--- src/rtl/dither_sched.sv ---
// Dither-sample scheduler: reseeds and warms up an external generator, then hands one
// scaled generator sample per cycle to round-robin-selected modulator channels.
module dither_sched #(
  parameter int W        = 24,
  parameter int N_CH     = 4,
  parameter int WARM_CYC = 4,
  localparam int PW      = (N_CH > 1) ? $clog2(N_CH) : 1
) (
  input  logic            clock,
  input  logic            reset,
  input  logic            en_i,
  input  logic            reseed_i,
  input  logic [2:0]      shift_i,
  input  logic [W-1:0]    dith_i,
  input  logic [N_CH-1:0] req_i,
  output logic            gen_reset_o,
  output logic [N_CH-1:0] gnt_o,
  output logic [W-1:0]    dith_o,
  output logic            dith_vld_o,
  output logic            busy_o,
  output logic [1:0]      state_o,
  output logic [PW-1:0]   ptr_o
);

  localparam int CW = $clog2(WARM_CYC + 2);

  typedef enum logic [1:0] {
    S_IDLE   = 2'd0,
    S_RESEED = 2'd1,
    S_WARM   = 2'd2,
    S_RUN    = 2'd3
  } state_t;

  state_t          state_q, state_d;
  logic [CW-1:0]   cnt_q, cnt_d;
  logic [PW-1:0]   ptr_q, ptr_d;
  logic [N_CH-1:0] gnt_q, gnt_d;
  logic [W-1:0]    dith_q, dith_d;

  logic            found;
  logic [PW-1:0]   sel;
  logic [PW:0]     sum;
  logic            grant_ok;
  logic signed [W-1:0] dith_s;

  assign dith_s = dith_i;

  // Descending scan so the last hit, i.e. the one nearest ptr, wins.
  always_comb begin
    found = 1'b0;
    sel   = '0;
    sum   = '0;
    for (int i = N_CH - 1; i >= 0; i--) begin
      sum = {1'b0, ptr_q} + (PW+1)'(i);
      if (sum >= (PW+1)'(N_CH)) sum = sum - (PW+1)'(N_CH);
      if (req_i[sum[PW-1:0]]) begin
        found = 1'b1;
        sel   = sum[PW-1:0];
      end
    end
  end

  always_comb begin
    state_d  = state_q;
    cnt_d    = cnt_q;
    ptr_d    = ptr_q;
    gnt_d    = '0;
    dith_d   = dith_q;
    grant_ok = (state_q == S_RUN) && en_i && !reseed_i && found;

    if (grant_ok) begin
      gnt_d[sel] = 1'b1;
      ptr_d      = (sel == PW'(N_CH - 1)) ? '0 : sel + 1'b1;
      dith_d     = dith_s >>> shift_i;
    end

    if (reseed_i) begin
      state_d = S_RESEED;
      cnt_d   = '0;
    end else begin
      case (state_q)
        S_IDLE: if (en_i) state_d = S_RUN;
        S_RESEED: begin
          if (cnt_q == CW'(1)) begin
            state_d = S_WARM;
            cnt_d   = '0;
          end else begin
            cnt_d = cnt_q + 1'b1;
          end
        end
        S_WARM: begin
          if (cnt_q == CW'(WARM_CYC - 1)) begin
            state_d = en_i ? S_RUN : S_IDLE;
            cnt_d   = '0;
          end else begin
            cnt_d = cnt_q + 1'b1;
          end
        end
        S_RUN: if (!en_i) state_d = S_IDLE;
        default: state_d = S_IDLE;
      endcase
    end
  end

  always_ff @(posedge clock) begin
    if (reset) begin
      state_q <= S_RESEED;
      cnt_q   <= '0;
      ptr_q   <= '0;
      gnt_q   <= '0;
      dith_q  <= '0;
    end else begin
      state_q <= state_d;
      cnt_q   <= cnt_d;
      ptr_q   <= ptr_d;
      gnt_q   <= gnt_d;
      dith_q  <= dith_d;
    end
  end

  assign gen_reset_o = (state_q == S_RESEED);
  assign busy_o      = (state_q == S_RESEED) || (state_q == S_WARM);
  assign gnt_o       = gnt_q;
  assign dith_vld_o  = |gnt_q;
  assign dith_o      = dith_q;
  assign state_o     = state_q;
  assign ptr_o       = ptr_q;

endmodule

--- config.mk ---
export PLATFORM = sky130hd
export DESIGN_NAME = dither_sched
export DESIGN_NICKNAME = d
export VERILOG_FILES = /design/src/rtl/dither_sched.sv
export SDC_FILE = /design/constraint.sdc
export NUM_CORES = 1
export LEC_CHECK = 0
export ABC_AREA = 1
export BUFFER_PORTS_ARGS = -buffer_cell sky130_fd_sc_hd__clkbuf_2
export CAP_MARGIN = 25
export CORE_UTILIZATION = 57
export CTS_CLUSTER_DIAMETER = 120
export CTS_CLUSTER_SIZE = 10
export DETAILED_ROUTE_END_ITERATION = 16
export GPL_TIMING_DRIVEN = 0
export PLACE_DENSITY = 0.95
export SLEW_MARGIN = 5
export SYNTH_ARGS = -nofsm -noshare
export SYNTH_HDL_FRONTEND = slang
export SYNTH_SLANG_ARGS = --single-unit
--- constraint.sdc ---
create_clock -name clock -period 3.1 [get_ports clock]
set_input_delay 0 -clock clock [delete_from_list [all_inputs] [get_ports clock]]
set_output_delay 0 -clock clock [all_outputs]
set_load 0.005 [all_outputs]
# Yosys cells after proc, flatten, opt, wreduce, memory -nomap -nowiden
# Index checks and enable logic that the tools add are counted.
dict set report totals {
  regBits 35
  input_bits 35
  output_inout_bits 35
  wordCells 80
}
dict set report op_classes {
  n_addsub 9
  order_cmp 10
  n_eq_ne 10
  shift 1
  n_mux 32
  bitwise_logic 1
  reduce_logical 12
}
# operator count
set ops {}
lappend ops {{2-to-1 mux 2 bit} 14}
lappend ops {{>>> shifter 24 x 3 -> 24 bit} 1}
lappend ops {{less-than comparator 2 x 3 -> 1 bit (second input constant)} 5}
lappend ops {{>= comparator 3 bit (second input constant)} 3}
lappend ops {{2-to-1 mux 1 bit} 9}
lappend ops {{binary-select mux 1 bit (select 2 bit)} 4}
lappend ops {{case mux 2 bit (4 select lines)} 1}
lappend ops {{subtractor 2 x 1 -> 2 bit (second input constant)} 4}
lappend ops {{adder 2 x 2 -> 3 bit (second input constant)} 2}
lappend ops {{equality test 2 bit (second input constant)} 3}
lappend ops {{2-to-1 mux 3 bit} 2}
lappend ops {{!= test 2 bit (second input constant)} 3}
lappend ops {{case mux 3 bit (2 select lines)} 1}
lappend ops {{logical AND 1 bit} 4}
lappend ops {{AND reduction 4 bit} 1}
lappend ops {{OR reduction 2 bit} 2}
lappend ops {{OR reduction 4 bit} 1}
lappend ops {{adder 2 x 1 -> 3 bit (second input constant)} 1}
lappend ops {{adder 3 x 1 -> 3 bit (second input constant)} 1}
lappend ops {{equality test 3 x 1 -> 1 bit (second input constant)} 1}
lappend ops {{equality test 3 x 2 -> 1 bit (second input constant)} 1}
lappend ops {{>= comparator 2 x 3 -> 1 bit (second input constant)} 1}
lappend ops {{adder 2 x 1 -> 2 bit (second input constant)} 1}
lappend ops {{demux 1 bit (select 2 bit)} 1}
lappend ops {{8 further kinds} 8}

# Longest topological paths before layout
# Gate-level depths: netlist of run 1.
dict set report logic_depth {
  depth_word 13
  mapped_depth 13
  mapped_depth_nobuf 13
}

# Least setup slack after synthesis of run 1
# Ideal clock, no wire load.
dict set report synth_path {
  path_kind {register to register}
  from {register ptr_q[0] (netlist: ptr_o[0])}
  to {register ptr_q[1] (netlist: ptr_o[1])}
  setup_ns 0.143
  arrival_ns 1.615
  t_required_ns 2.957
  setup_slack_ns 1.342
  path_stages_with_launch 13
  n_path_buf 0
  period_less_slack_ns 1.758
  cell_sequence {dfxtp_1 > inv_2 > nand2_1 > nand2_1 > nand2_2 > nand2_2 > o21ai_0 > nand2_1 > nand2_1 > inv_1 > ha_1 > nand3_1 > a21oi_2}
}
dict set report synth_between {
  elab_chain_len 11
  word_cells_on_any_way 35
  classes_between {add/sub: 8; order compare: 4; eq/ne: 1; mux: 21; reduce/logical: 1}
}
# element line
set synth_rtl {}
lappend synth_rtl {{start, declared} 36} ;# logic [PW-1:0] ptr_q, ptr_d;
lappend synth_rtl {{start signal, assigned} 115} ;# ptr_q <= ptr_d;
lappend synth_rtl {{adder 2 x 2 -> 3 bit} 54} ;# sum = {1'b0, ptr_q} + (PW+1)'(i);
lappend synth_rtl {{>= comparator 3 bit / subtractor 2 x 1 -> 2 bit (equally long branches)} 55} ;# if (sum >= (PW+1)'(N_CH)) sum = sum - (PW+1)'(N_CH);
lappend synth_rtl {{2-to-1 mux 2 bit} 55}
lappend synth_rtl {{binary-select mux 1 bit (select 2 bit)} 56} ;# if (req_i[sum[PW-1:0]]) begin
lappend synth_rtl {{2-to-1 mux 1 bit (implied by the code)} 56}
lappend synth_rtl {{2-to-1 mux 2 bit (4 in a row)} 56}
lappend synth_rtl {{adder 2 x 1 -> 2 bit / equality test 2 bit (equally long branches)} 73} ;# ptr_d = (sel == PW'(N_CH - 1)) ? '0 : sel + 1'b1;
lappend synth_rtl {{2-to-1 mux 2 bit} 73}
# Parallel ways exist; a longest one is shown, timed or not. The select of a mux whose other input is x is not followed.
# A chain may end at the register's enable or synchronous reset.

# Worst setup path after layout of run 1
# Same ends and word-level chain as after synthesis.

==> results of run 1 <==
[cell type report]
type | instances | area, um^2
Fill cell | 375 | 1280
Clock inverter | 1 | 5.00
Timing Repair Buffer | 67 | 335
Multi-Input combinational cell | 324 | 1650
Sequential cell | 35 | 701
Inverter | 34 | 128
Buffer | 22 | 113
Tap cell | 52 | 65.1
Clock buffer | 7 | 76.3
[worst reg2reg max path: cells and delay by family, from the launching register on]
family,cells,cell delay (ps)
and+or+nand+nor,7,690
DFF,1,480
adders and majority gates,1,310
buffers and inverters,2,230
AOI/OAI and AO/OA,2,210
[report_power, final]
group | internal, uW | switching, uW
Sequential | 462 | 12.0
Clock | 158 | 161
Combinational | 111 | 196
[cell families after synthesis]
logic type,count (synthesis),share of synthesized area
AND/OR/NAND/NOR,263,0.457
buffers and inverters,56,0.0928
AO/OA/AOI/OAI,49,0.121
flip-flops,35,0.271
adder cells (fa/ha/maj),12,0.0580
[metal layers]
metal | up-vias | part of all wire
met5 | - | 0
met4 | 0 | 0.013
met1 | 1398 | 0.41
li1 | 1513 | -
met2 | 163 | 0.49
met3 | 13 | 0.084
[how the worst min path moves through the flow]
stage                  to  depth (start not counted)  startpoint
2_1_floorplan  state_o[0]                          2    reseed_i
3_3_place_gp   state_o[0]                          3    reseed_i
3_5_place_dp   state_o[0]                          3    reseed_i
4_1_cts        state_o[0]                          3    reseed_i
5_1_grt        dith_o[23]                          3  dith_i[23]
6_report       state_o[0]                          3    reseed_i
[cells in the final DEF (no fill, tap or decap), drive strengths merged, types with 7 or more instances in the layout]
cell type and count:
a21oi 30, clkbuf 90, dfxtp 35, ha 12, inv 33, nand2 148
nand3 95, nor2 17, o211ai 7, o21ai 9
[sequential cells by signal (all words and copies together), names as in the netlist]
name,cells
state_o,2
cnt_q,3
dith_o,24
gnt_o,4
ptr_o,2
[per-stage QoR]
stage | instances | area, um^2 | power [uW]
after floorplan | 415 | 2590 | 693
after global placement | 534 | 2990 | 770
after detailed placement | 534 | 2990 | 782
after CTS | 542 | 3070 | 1090
after global routing | 542 | 3070 | 1150
final | 542 | 3070 | 1100
==> metrics.md, run 1 <==
| Metric | Value |
|---|---|
| Worst reg2reg endpoint | `ptr_o[1]` |
| CTS sink cnt | `35` |
| Final setup fails | `0` |
| Antenna violations before repair | `0` |
| Share of cells above drive strength 1 | `0.218` |
| Maximum VDD drop | `0.155 mV` |
| Synth cell types | `29` |
| Placement Setup Slack | `around 1100 ps` |
| Period utilisation layout | `0.664` |
| CP arrival | `2210 ps` |
| Worst Path Class, Setup | `flip-flop to flip-flop` |
| Worst Setup EP | `ptr_o[1]` |
| Post-route ant nets | `0` |
| Final clock skew | `between 2 and 2.5 ps` |
| Post-synthesis sequential area ratio | `0.271` |
| Clk_lat worst skew | `between 200 and 300 ps` |
| Final core occ | `0.705` |
| Site row count | `24` |
| Crit path buf inv count | `2` |
| CTS root buf | `clkbuf_8` |
| Period minus WS final | `a little over 2000 ps` |
| R2R Setup Slk | `1040 ps` |
| Hold WS | `35.4 ps` |
| Critical Path Start Type | `flip-flop` |
| Yosys reg bits | `35` |
| WL/cell | `approximately 13 um` |
| Nets | `536` |
| GR Layer Usage met2 | `0.534` |
| Gp weighted congestion | `just under 1` |
| Die Width | `69.4 um` |
| Peak per-stage delay on the critical path | `480 ps` |
| Post-CTS setup buffers | `0` |
| Setup_tns | `0 ps` |
| Stages on the worst setup path | `12` |
| DRC viols | `0` |
| CP required | `between 3000 and 4000 ps` |
| GRT Max-Usage Layer | `met2` |
| Hold Path Class | `input pin to flip-flop` |
| # hold bufs at CTS | `0` |
| Vias in the first global route | `roughly 2800` |
| Area growth, synth to finish | `18.6%` |
| I/O Buffers | `67` |
| Final slew viol count | `0` |
| Synthesized area | `around 2600 um^2` |
| Drt initial violations | `237` |
| Initial core utilization | `0.595` |
| CORE AREA | `between 4000 and 5000 um^2` |
| Worst r2r src | `ptr_o[0]` |
| Crit-path leading delay family | `simple AND/OR/NAND/NOR gates` |
| GR Util All Layers | `0.298` |
| Post-synth top cells | `135 x nand2_1, 95 x nand3_1, 35 x dfxtp_1` |
| Grt met3 use | `0.0436` |
| H-tree Lvls | `2` |
| Syn Nets | `between 400 and 500` |
| Die ar. | `slightly below 5000 um^2` |
| Top_reg_cell synth | `dfxtp_1` |
| Max-slew headroom | `0.555` |
| Leading area contributor after synthesis | `dfxtp_1` |
| Drt total wl | `between 6 and 7 mm` |
| Worst-path clk slew | `70 ps` |
| Die span in y | `69.4 um` |
| CTS Buf Count | `5` |
| Crit end category | `flip-flop` |
| Fraction of registers with async set/reset | `0` |
| CTS Buffer Depth | `2` |
| Count leader, synth | `nand2_1` |
| Crit-path max FO | `9` |
| DR vias | `3087` |
| Top cell type's share of synthesized area | `0.271` |
| Critical path, cell by cell | `inv_2, nand2_1, nand2_1, nand2_1, nand2_1, o21ai_0, nand2_1, nand2_1, inv_1, ha_1, nand3_1, a21oi_2` |
| Syn avg cell area | `approximately 6.2 um^2` |
| CP dominant cell by count | `nand2_1` |
| RSZ-0062 raised after global routing | `false` |
| Max cap viols | `0` |
| CP Launch Point | `ptr_o[0]` |
| Diode count | `0` |
| Global-route wire length before repair | `between 10 and 15 mm` |
| First-pass DRT Iterations | `5` |
| Status | `completed` |
| R2R cell count | `12` |
| Hold Violations, Final | `0` |
| Largest net degree at the start of global routing | `11` |
| I/O pins | `70` |
| Mapped Cells | `415` |
| Peak Freq | `0.486 GHz` |
| Post-route setup slack | `about 1000 ps` |
| Detailed placement HPWL | `approximately 5.3 mm` |
| CTS tree | `done` |
| Vias per inst | `between 5 and 6` |
| Synth top area cells | `dfxtp_1 27%, nand2_1 20%, nand3_1 18%` |
| GRT met1 Usage | `0.368` |
| Leakage | `0.00152 uW` |
| PD cells | `roughly 360 nW/um^2` |
| Post-CTS Resized | `0` |
| Crit-path slowest cell | `dfxtp_1` |
| Overflow left after global routing | `0` |
| Worst-Margin Slew | `between 600 and 700 ps` |
| Yosys warns | `0` |
| Post-synth EDFFs | `0` |
Note: power is estimated with default switching activity, not from simulation.
==> inputs of run 2 (changes only) <==
--- a/config.mk
+++ b/config.mk
@@ -8,12 +8,12 @@
 export ABC_AREA = 1
 export BUFFER_PORTS_ARGS = -buffer_cell sky130_fd_sc_hd__clkbuf_2
 export CAP_MARGIN = 25
-export CORE_UTILIZATION = 57
+export CORE_UTILIZATION = 53
 export CTS_CLUSTER_DIAMETER = 120
 export CTS_CLUSTER_SIZE = 10
 export DETAILED_ROUTE_END_ITERATION = 16
 export GPL_TIMING_DRIVEN = 0
-export PLACE_DENSITY = 0.95
+export PLACE_DENSITY = 0.91
 export SLEW_MARGIN = 5
 export SYNTH_ARGS = -nofsm -noshare
 export SYNTH_HDL_FRONTEND = slang
==> constraint.sdc (replaced) <==
create_clock -name clock -period 1.9 [get_ports clock]
set_input_delay 0 -clock clock [delete_from_list [all_inputs] [get_ports clock]]
set_output_delay 0 -clock clock [all_outputs]
set_load 0.005 [all_outputs]
==> metrics.md, run 2 (same netlist as run 1, synthesis figures left out) <==
| Metric | Value |
|---|---|
| Vias per inst | `roughly 5.2` |
| Area occupied by multi-input gates | `between 1500 and 2000 um^2` |
| I/O Buffers | `67` |
| Antenna violations before repair | `0` |
| Register Area | `between 700 and 800 um^2` |
| Hold Violations, Final | `0` |
| Final clock skew | `4.23 ps` |
| Worst Path Class, Setup | `flip-flop to flip-flop` |
| Diode count | `0` |
| Hold Path Class | `input pin to flip-flop` |
| CTS tree | `done` |
| Max-slew headroom | `0.533` |
| Detailed placement HPWL | `5.24 mm` |
| CTS root buf | `clkbuf_8` |
| Critical Path Start Type | `flip-flop` |
| CP required | `~2100 ps` |
| Overflow left after global routing | `0` |
| Final core occ | `0.663` |
| Post-CTS setup buffers | `0` |
| PD cells | `about 570 nW/um^2` |
| CTS Buffer Depth | `2` |
| GR Util All Layers | `0.266` |
| Crit end category | `flip-flop` |
| Total power | `1780 uW` |
| Maximum VDD drop | `0.269 mV` |
| Site row count | `25` |
| RSZ-0062 raised after global routing | `true` |
| Max cap viols | `0` |
| CORE AREA | `roughly 4700 um^2` |
| Worst-path clk slew | `70 ps` |
| CP Launch Point | `ptr_o[0]` |
| Worst-Margin Slew | `701 ps` |
| Period minus WS final | `approximately 1800 ps` |
| Die Width | `approximately 72 um` |
| Clk_lat worst skew | `290 ps` |
| Fillers | `~440` |
| M1 WL | `between 3 and 4 mm` |
| Final setup fails | `0` |
| Met2 WL | `3.07 mm` |
| CP arrival | `just under 2000 ps` |
| H-tree Lvls | `2` |
| Final slew viol count | `0` |
| HP Start | `reseed_i` |
| Vias in the first global route | `around 2500` |
| Die span in y | `approximately 72 um` |
| Post-route ant nets | `0` |
| WL/cell | `approximately 12 um` |
| Die ar. | `around 5200 um^2` |
| Drt initial violations | `between 150 and 200` |
| Period utilisation layout | `0.938` |
| DR vias | `between 2000 and 3000` |
| DR top layer | `met4` |
| Worst r2r src | `ptr_o[0]` |
| Crit-path max FO | `9` |
| Share of cells above drive strength 1 | `0.241` |
| Nets | `approximately 540` |
| CTS Buf Count | `5` |
| Hold WS | `between 30 and 40 ps` |
| Max reg flops | `24` |
| Met3 Wirelength | `around 380 um` |
| CTS sink cnt | `35` |
| I/O pins | `70` |
| First-pass DRT Iterations | `5` |
| Area growth, synth to finish | `21.0%` |
| Peak Freq | `about 0.56 GHz` |
| Initial core utilization | `0.548` |
| Largest net degree at the start of global routing | `11` |
| Commonest non-fill, non-tap cell in the layout | `nand2_1` |
| Drt total wl | `6.57 mm` |
| Status | `completed` |
| DRC viols | `0` |
| Gp weighted congestion | `between 0.9 and 1` |
| Most frequent cells in the layout | `130 x nand2_1, 94 x nand3_1, 68 x clkbuf_2, 33 x dfxtp_1, 31 x inv_1` |
| Leakage | `between 0.0015 and 0.002 uW` |
| Global-route wire length before repair | `11.0 mm` |
run 2: per-stage QoR:
step	area (um^2)	setup TNS, ps	instances	worst slack, ps
after floorplan	2590	0	415	142
after global routing	3130	-42.3	557	-42.3
after CTS	3100	0	557	14.3
final	3130	0	557	118
after detailed placement	3010	-100	549	-100
after global placement	3010	-24.0	549	-24.0
run 2: path summary, 6_finish.rpt:
kind                 to  slack [ps]  depth (start not counted)
max            ptr_o[1]         120                         13
min reg2reg  dith_o[18]         460                          2
max reg2reg    ptr_o[1]         120                         13
min          state_o[0]          30                          3
run 2: final cells by class:
| cell class | count | area share |
|---|---|---|
| plain buffers | 22 | 0.0363 |
| clock buffers | 7 | 0.0244 |
| clock inverters | 1 | 0.00160 |
| inverters | 34 | 0.0423 |
| multi-input cells | 324 | 0.536 |
| flip-flops and latches | 35 | 0.226 |
| well taps | 67 | 0.0268 |
| repair buffers | 67 | 0.107 |
run 2: repair_timing:
action                                  4_1_cts  5_1_grt
hold buffers                                  0        0
hold endpoints to repair                      0        0
gates resized for setup                       4       16
endpoints found under the setup margin        6        2
pin swaps                                     0        0
run 2: metal layers:
metal	vias to the layer above	track usage
li1	1508	-
met1	1264	0.358
met3	8	0.0292
met4	0	0.0741
met2	121	0.452
met5	-	0
run 2: power breakdown:
| part | switching [uW] | internal [uW] |
|---|---|---|
| Combinational | 315 | 186 |
| Clock | 253 | 257 |
| Sequential | 18.9 | 752 |
| Total | 587 | 1190 |
run 2: critical path, stage by stage (launching register included):
cell and delay (ps):
dfxtp_4 380, inv_6 90, nand2_2 70, nand2_2 80
inv_1 70, nor2_4 140, inv_1 70, nand2_1 60
nand2_1 60, nand2_2 100, inv_1 70, ha_1 290
nand3_1 110, a21oi_2 60
